`config.mk`:
```
export PLATFORM = sky130hd
export DESIGN_NAME = connect4_turn_sequencer
export DESIGN_NICKNAME = d
export VERILOG_FILES = /design/src/rtl/connect4_turn_sequencer.sv
export SDC_FILE = /design/constraint.sdc
export NUM_CORES = 1
export LEC_CHECK = 0
export ABC_CLOCK_PERIOD_IN_PS = 2610
export CORE_ASPECT_RATIO = 2
export CORE_MARGIN = 2
export CORE_UTILIZATION = 49
export DETAILED_ROUTE_END_ITERATION = 10
export PLACE_DENSITY = 0.79
export REMOVE_ABC_BUFFERS = 1
export SYNTH_ARGS = -nofsm -noshare
export SYNTH_HDL_FRONTEND = slang
export SYNTH_SLANG_ARGS = --single-unit
```
`constraint.sdc`:
```
create_clock -name clk -period 2.61 [get_ports clk]
set_clock_uncertainty 0.05 [all_clocks]
set_input_delay 0.3915 -clock clk [delete_from_list [all_inputs] [get_ports clk]]
set_output_delay 0.3915 -clock clk [all_outputs]
set_load 0.01 [all_outputs]
```
`src/rtl/connect4_turn_sequencer.sv`:
```
// Connect-4 turn controller: player move selection, validation, board write,
// win/draw resolution, turn timer control and automatic moves on timeout.
module connect4_turn_sequencer #(
  parameter int unsigned NUM_COLS  = 7,
  parameter int unsigned NUM_ROWS  = 6,
  parameter int unsigned CHECK_LAT = 2
) (
  input  logic                clk,
  input  logic                reset,
  input  logic                start,
  input  logic [2:0]          p1_col,
  input  logic                p1_valid,
  input  logic [2:0]          p2_col,
  input  logic                p2_valid,
  input  logic                timeout,
  input  logic [NUM_COLS-1:0] col_full,
  input  logic                win,
  output logic                write_en,
  output logic [2:0]          write_col,
  output logic [1:0]          write_player,
  output logic                timer_enable,
  output logic                timer_clear,
  output logic [1:0]          current_player,
  output logic [5:0]          move_count,
  output logic                reject,
  output logic                game_over,
  output logic                draw,
  output logic [1:0]          winner,
  output logic [2:0]          state
);

  localparam int unsigned LW        = (CHECK_LAT > 1) ? $clog2(CHECK_LAT) : 1;
  localparam logic [LW-1:0] LAT_LAST = LW'(CHECK_LAT - 1);
  localparam logic [2:0]    LAST_COL = 3'(NUM_COLS - 1);
  localparam logic [5:0]    MAX_MOVES = 6'(NUM_ROWS * NUM_COLS);
  localparam logic [1:0]    P1 = 2'b01;
  localparam logic [1:0]    P2 = 2'b10;

  typedef enum logic [2:0] {
    S_IDLE   = 3'd0,
    S_WAIT   = 3'd1,
    S_AUTO   = 3'd2,
    S_WRITE  = 3'd3,
    S_CHECK  = 3'd4,
    S_SWITCH = 3'd5,
    S_DONE   = 3'd6
  } state_t;

  state_t        r_state;
  logic          r_p1_q, r_p2_q, r_start_q;
  logic [2:0]    r_col, r_scan;
  logic [LW-1:0] r_lat;
  logic [1:0]    r_player, r_winner;
  logic [5:0]    r_count;
  logic          r_over, r_draw, r_we, r_reject, r_ten, r_tclr;

  logic       w_p1_rise, w_p2_rise, w_req, w_col_ok, w_start_go;
  logic [2:0] w_req_col, w_scan_next;

  assign w_p1_rise  = p1_valid & ~r_p1_q;
  assign w_p2_rise  = p2_valid & ~r_p2_q;
  // Only the active player's edge counts; the other source is ignored outright.
  assign w_req      = (r_player == P1) ? w_p1_rise : w_p2_rise;
  assign w_req_col  = (r_player == P1) ? p1_col : p2_col;
  assign w_col_ok   = (w_req_col <= LAST_COL) && !col_full[w_req_col];
  assign w_start_go = (r_state == S_IDLE) ? start : (start & ~r_start_q);
  assign w_scan_next = (r_scan == LAST_COL) ? 3'd0 : r_scan + 3'd1;

  always_ff @(posedge clk or posedge reset) begin
    if (reset) begin
      r_state   <= S_IDLE;
      r_p1_q    <= 1'b0;
      r_p2_q    <= 1'b0;
      r_start_q <= 1'b0;
      r_col     <= '0;
      r_scan    <= '0;
      r_lat     <= '0;
      r_player  <= P1;
      r_winner  <= '0;
      r_count   <= '0;
      r_over    <= 1'b0;
      r_draw    <= 1'b0;
      r_we      <= 1'b0;
      r_reject  <= 1'b0;
      r_ten     <= 1'b0;
      r_tclr    <= 1'b1;
    end else begin
      r_p1_q    <= p1_valid;
      r_p2_q    <= p2_valid;
      r_start_q <= start;
      r_we      <= 1'b0;
      r_reject  <= 1'b0;
      r_tclr    <= 1'b0;
      case (r_state)
        S_IDLE, S_DONE: begin
          r_ten <= 1'b0;
          if (w_start_go) begin
            r_count  <= '0;
            r_winner <= '0;
            r_over   <= 1'b0;
            r_draw   <= 1'b0;
            r_player <= P1;
            r_tclr   <= 1'b1;
            r_ten    <= 1'b1;
            r_state  <= S_WAIT;
          end
        end
        S_WAIT: begin
          if (w_req) begin
            if (w_col_ok) begin
              r_col   <= w_req_col;
              r_we    <= 1'b1;
              r_ten   <= 1'b0;
              r_state <= S_WRITE;
            end else begin
              r_reject <= 1'b1;
            end
          end else if (timeout) begin
            r_ten   <= 1'b0;
            r_state <= S_AUTO;
          end
        end
        S_AUTO: begin
          if (!col_full[r_scan]) begin
            r_col   <= r_scan;
            r_we    <= 1'b1;
            r_state <= S_WRITE;
          end else begin
            r_scan <= w_scan_next;
          end
        end
        S_WRITE: begin
          if (r_count != MAX_MOVES) r_count <= r_count + 6'd1;
          r_scan  <= (r_col == LAST_COL) ? 3'd0 : r_col + 3'd1;
          r_lat   <= '0;
          r_state <= S_CHECK;
        end
        S_CHECK: begin
          if (r_lat == LAT_LAST) begin
            if (win) begin
              r_winner <= r_player;
              r_over   <= 1'b1;
              r_state  <= S_DONE;
            end else if (r_count == MAX_MOVES) begin
              r_draw  <= 1'b1;
              r_over  <= 1'b1;
              r_state <= S_DONE;
            end else begin
              r_state <= S_SWITCH;
            end
          end else begin
            r_lat <= r_lat + 1'b1;
          end
        end
        S_SWITCH: begin
          r_player <= (r_player == P1) ? P2 : P1;
          r_tclr   <= 1'b1;
          r_ten    <= 1'b1;
          r_state  <= S_WAIT;
        end
        default: r_state <= S_IDLE;
      endcase
    end
  end

  assign write_en       = r_we;
  assign write_col      = r_col;
  assign write_player   = r_player;
  assign timer_enable   = r_ten;
  assign timer_clear    = r_tclr;
  assign current_player = r_player;
  assign move_count     = r_count;
  assign reject         = r_reject;
  assign game_over      = r_over;
  assign draw           = r_draw;
  assign winner         = r_winner;
  assign state          = r_state;

endmodule

```
==> impl_metrics.yaml, run 1 <==
worst_setup_path:
  cp.arrival_ns: 2.44
  cp-start-kind: "register"
  cp_max_fo: 7
  reg2reg_to: "timer_enable"
  worstSetupEndpointType: "register"
  crit_top_cell: "mux2i_1"
  crit_required_ns: 2.72
  crit_slowest_cell: "dfstp_2"
  r2r_slack_ns: 0.29
  cp_top_family: "flip-flops"
  r2r_start: "current_player[0]"
  max_stage_delay_ns: 0.62
  worstRegToRegCells: 6
  path_class: "register to register"
  worst-path-buf-inv: 0
  crit_chain: "and2b_1 -> mux2i_1 -> nor4b_2 -> a211o_4 -> mux2i_1 -> a311o_1"
synth:
  seq_area_frac_synth_pct: 40.5
  ys.warnings.count: 0
  synth_edf_count: 0
  syn_area_sq_mm: 0.00180
  avgSynthCellArea_sq_um: 10.0
  synth_seq_cells: 29
  yosys_most_used_dff: "dfrtp_1"
  synth_top_area_cell: "dfrtp_1"
  synthArstFlopShare_pct: 100
  synth_top_area_share_pct: 37.6
  synth_cell_type_count: 54
  synth_area_leaders: "dfrtp_1, mux2i_1, dfstp_2, nand2_1, o21ai_0"
  syn_inst: 180
clock_tree:
  insertion_delay_ns: 0.28
  htree_levels: 2
  post_cts_resized: 0
  cts_root_buf: "clkbuf_8"
  cts_hold_buf: 0
  numClockSinks: 29
  cts_tree: "done"
  cts_max_path_buffers: 2
  cts_setup_buffers: 0
  cts.reportedPaths.clkPinSlew_ns: 0.07
  numCtsBuffers: 5
floorplan:
  top_level_ports: 44
  die_w_microns: 46.8
  row_count: 31
  start_util_pct: 50.4
  die_y_microns: 89.7
  dieArea_sq_mm: 0.00420
  coreArea_sq_mm: 0.00357
timing:
  clock.fmax_mhz: 430
  rsz0062_at_grt: "false"
  min_period_ns: 2.32
  maxSlewHeadroom_pct: 65.8
  hold_viol: 0
  min_period_over_period_pct: 89.1
  worstMarginPinSlew_ns: 0.514
  finalSetupViolCount: 0
  fin_tns_setup_ns: 0
  slew_viol_final: 0
power_and_ir_drop:
  max-vdd-ir-drop_uv: 622
  intPower_mw: 1.39
  powerDensity_mw_per_mm2: 977
  switching_share_pct: 40.2
  power_frac_seq_pct: 33.6
  p_leak_nw: 1.05
  clkPwrFrac_pct: 15.6
  pwr-share-comb_pct: 50.8
  power.net_switching_mw: 0.933
place:
  placed_cells: 271
  dp_hpwl_mm: 3.37
  gp_congestion: 0.841
  io_buffers: 43
routing:
  detail_route.wl_per_cell_microns: 15.6
  vias: 1560
  drt_wl_total_mm: 4.34
  dr.pass1.iters: 4
  drc_errors: 0
  via_per_inst: 5.59
  ant_nets: 0
  drt_iter0_markers: 26
global_route:
  grt_pass1_wl_mm: 7.00
  grtUsageTotal_pct: 23.2
  grt_overflow_total: 0
  grt_max_degree: 30
  grt_pass1_vias: 1680
  antenna_found_initial: 0
finish:
  area_growth_pct: 32.1
  stdcell_count: 279
  final_nets: 251
  final_cell_mix: "clkdlybuf4s50_1, dfrtp_1, mux2i_1"
  antenna_cells: 0
  drive_gt1_share_pct: 12.2
  mostFrequentLayoutCell: "clkdlybuf4s50_1"
outcome:
  status: "complete, no violations"
run:
  max_cap_violations: 0
hold_path:
  hp-class: "primary input to asynchronous set/reset pin"
## worst min-delay path: stages
cell and delay, ns:
clkdlybuf4s50_1 0.40, inv_1 0.05, buf_4 0.34
## metrics by stage
stage	setup WS [ns]	hold WS, ns	instance area (sq um)	utilization, %	power [mW]
floorplan	0.446	0.373	1750	-	1.47
global placement	0.267	0.438	2290	64.2	1.92
detailed placement	0.160	0.442	2290	64.2	1.96
CTS	0.310	0.441	2380	66.6	2.33
global route	0.184	0.466	2380	66.6	2.47
finish	0.286	0.438	2380	66.6	2.32
## synthesized netlist by cell type (all sizes together), types with 3 or more instances
cell type   n
a211oi      3
a21oi       9
buf         6
dfrtp      27
inv        12
mux2i      18
nand2      14
nand2b      7
nand3b      3
nor2       13
nor2b       5
nor3        3
nor3b       3
o21ai      10
xor2        3
## power by group through the flow
stage,combinational (mW),clock [mW],sequential (mW)
3_3_place_gp,1.14,0,0.775
4_1_cts,1.18,0.372,0.777
6_report,1.18,0.361,0.780
2_1_floorplan,0.639,0,0.830
3_5_place_dp,1.18,0,0.783
5_1_grt,1.28,0.390,0.804
## cell type report
class                   count  area (sq um)
repair buffers             50           483
clock inverters             3          17.5
clock buffers               5          68.8
fillers                   297          1190
flip-flops and latches     29           728
well taps                  49          61.3
multi-input cells         131           972
inverters                  12          45.0
## registers in the layout (all words and copies together) (netlist names)
| signal | flops |
|---|---|
| state | 3 |
| write_col | 3 |
| r_p1_q | 1 |
| winner | 2 |
| move_count | 6 |
| r_scan | 3 |
| write_en | 1 |
| r_lat | 1 |
| game_over | 1 |
| timer_enable | 1 |
| r_p2_q | 1 |
| draw | 1 |
| r_start_q | 1 |
| timer_clear | 1 |
| current_player | 2 |
| reject | 1 |
## worst max path at each step
stage,from,end,slack (ns),cells after the start
after floorplan,current_player[0],timer_enable,0.45,6
after global placement,col_full[3],write_col[1],0.27,6
after detailed placement,col_full[1],write_col[2],0.16,6
after CTS,current_player[0],timer_enable,0.31,6
after global routing,current_player[0],timer_enable,0.18,6
final,current_player[0],timer_enable,0.29,6
## cells by family after synthesis
| family | after synthesis | share of synthesized area (%) |
|---|---|---|
| xor gates and xnor gates | 3 | 1.46 |
| adders and majority gates | 2 | 1.39 |
| buffers and inverters | 20 | 5.49 |
| AOI/OAI and AO/OA | 45 | 19.3 |
| and+or+nand+nor | 61 | 19.3 |
| muxes | 20 | 12.6 |
| DFF | 29 | 40.5 |
## metal layers
metal / part of all wire [%] / up-vias / GRT usage (%)
met2: 58 / 55 / 43.6
met4: 3.8 / 0 / 13.9
met5: 0 / - / 0
met1: 35 / 742 / 20.8
met3: 3.9 / 15 / 5.00
li1: - / 748 / -
Note: power is estimated with default switching activity, not from simulation.
==> run 2, diff against run 1 <==
Settings changed: CTS_CLUSTER_DIAMETER set to 100.
==> results of run 2 <==
The final DEF is identical to that of run 1; final timing and power are the same.
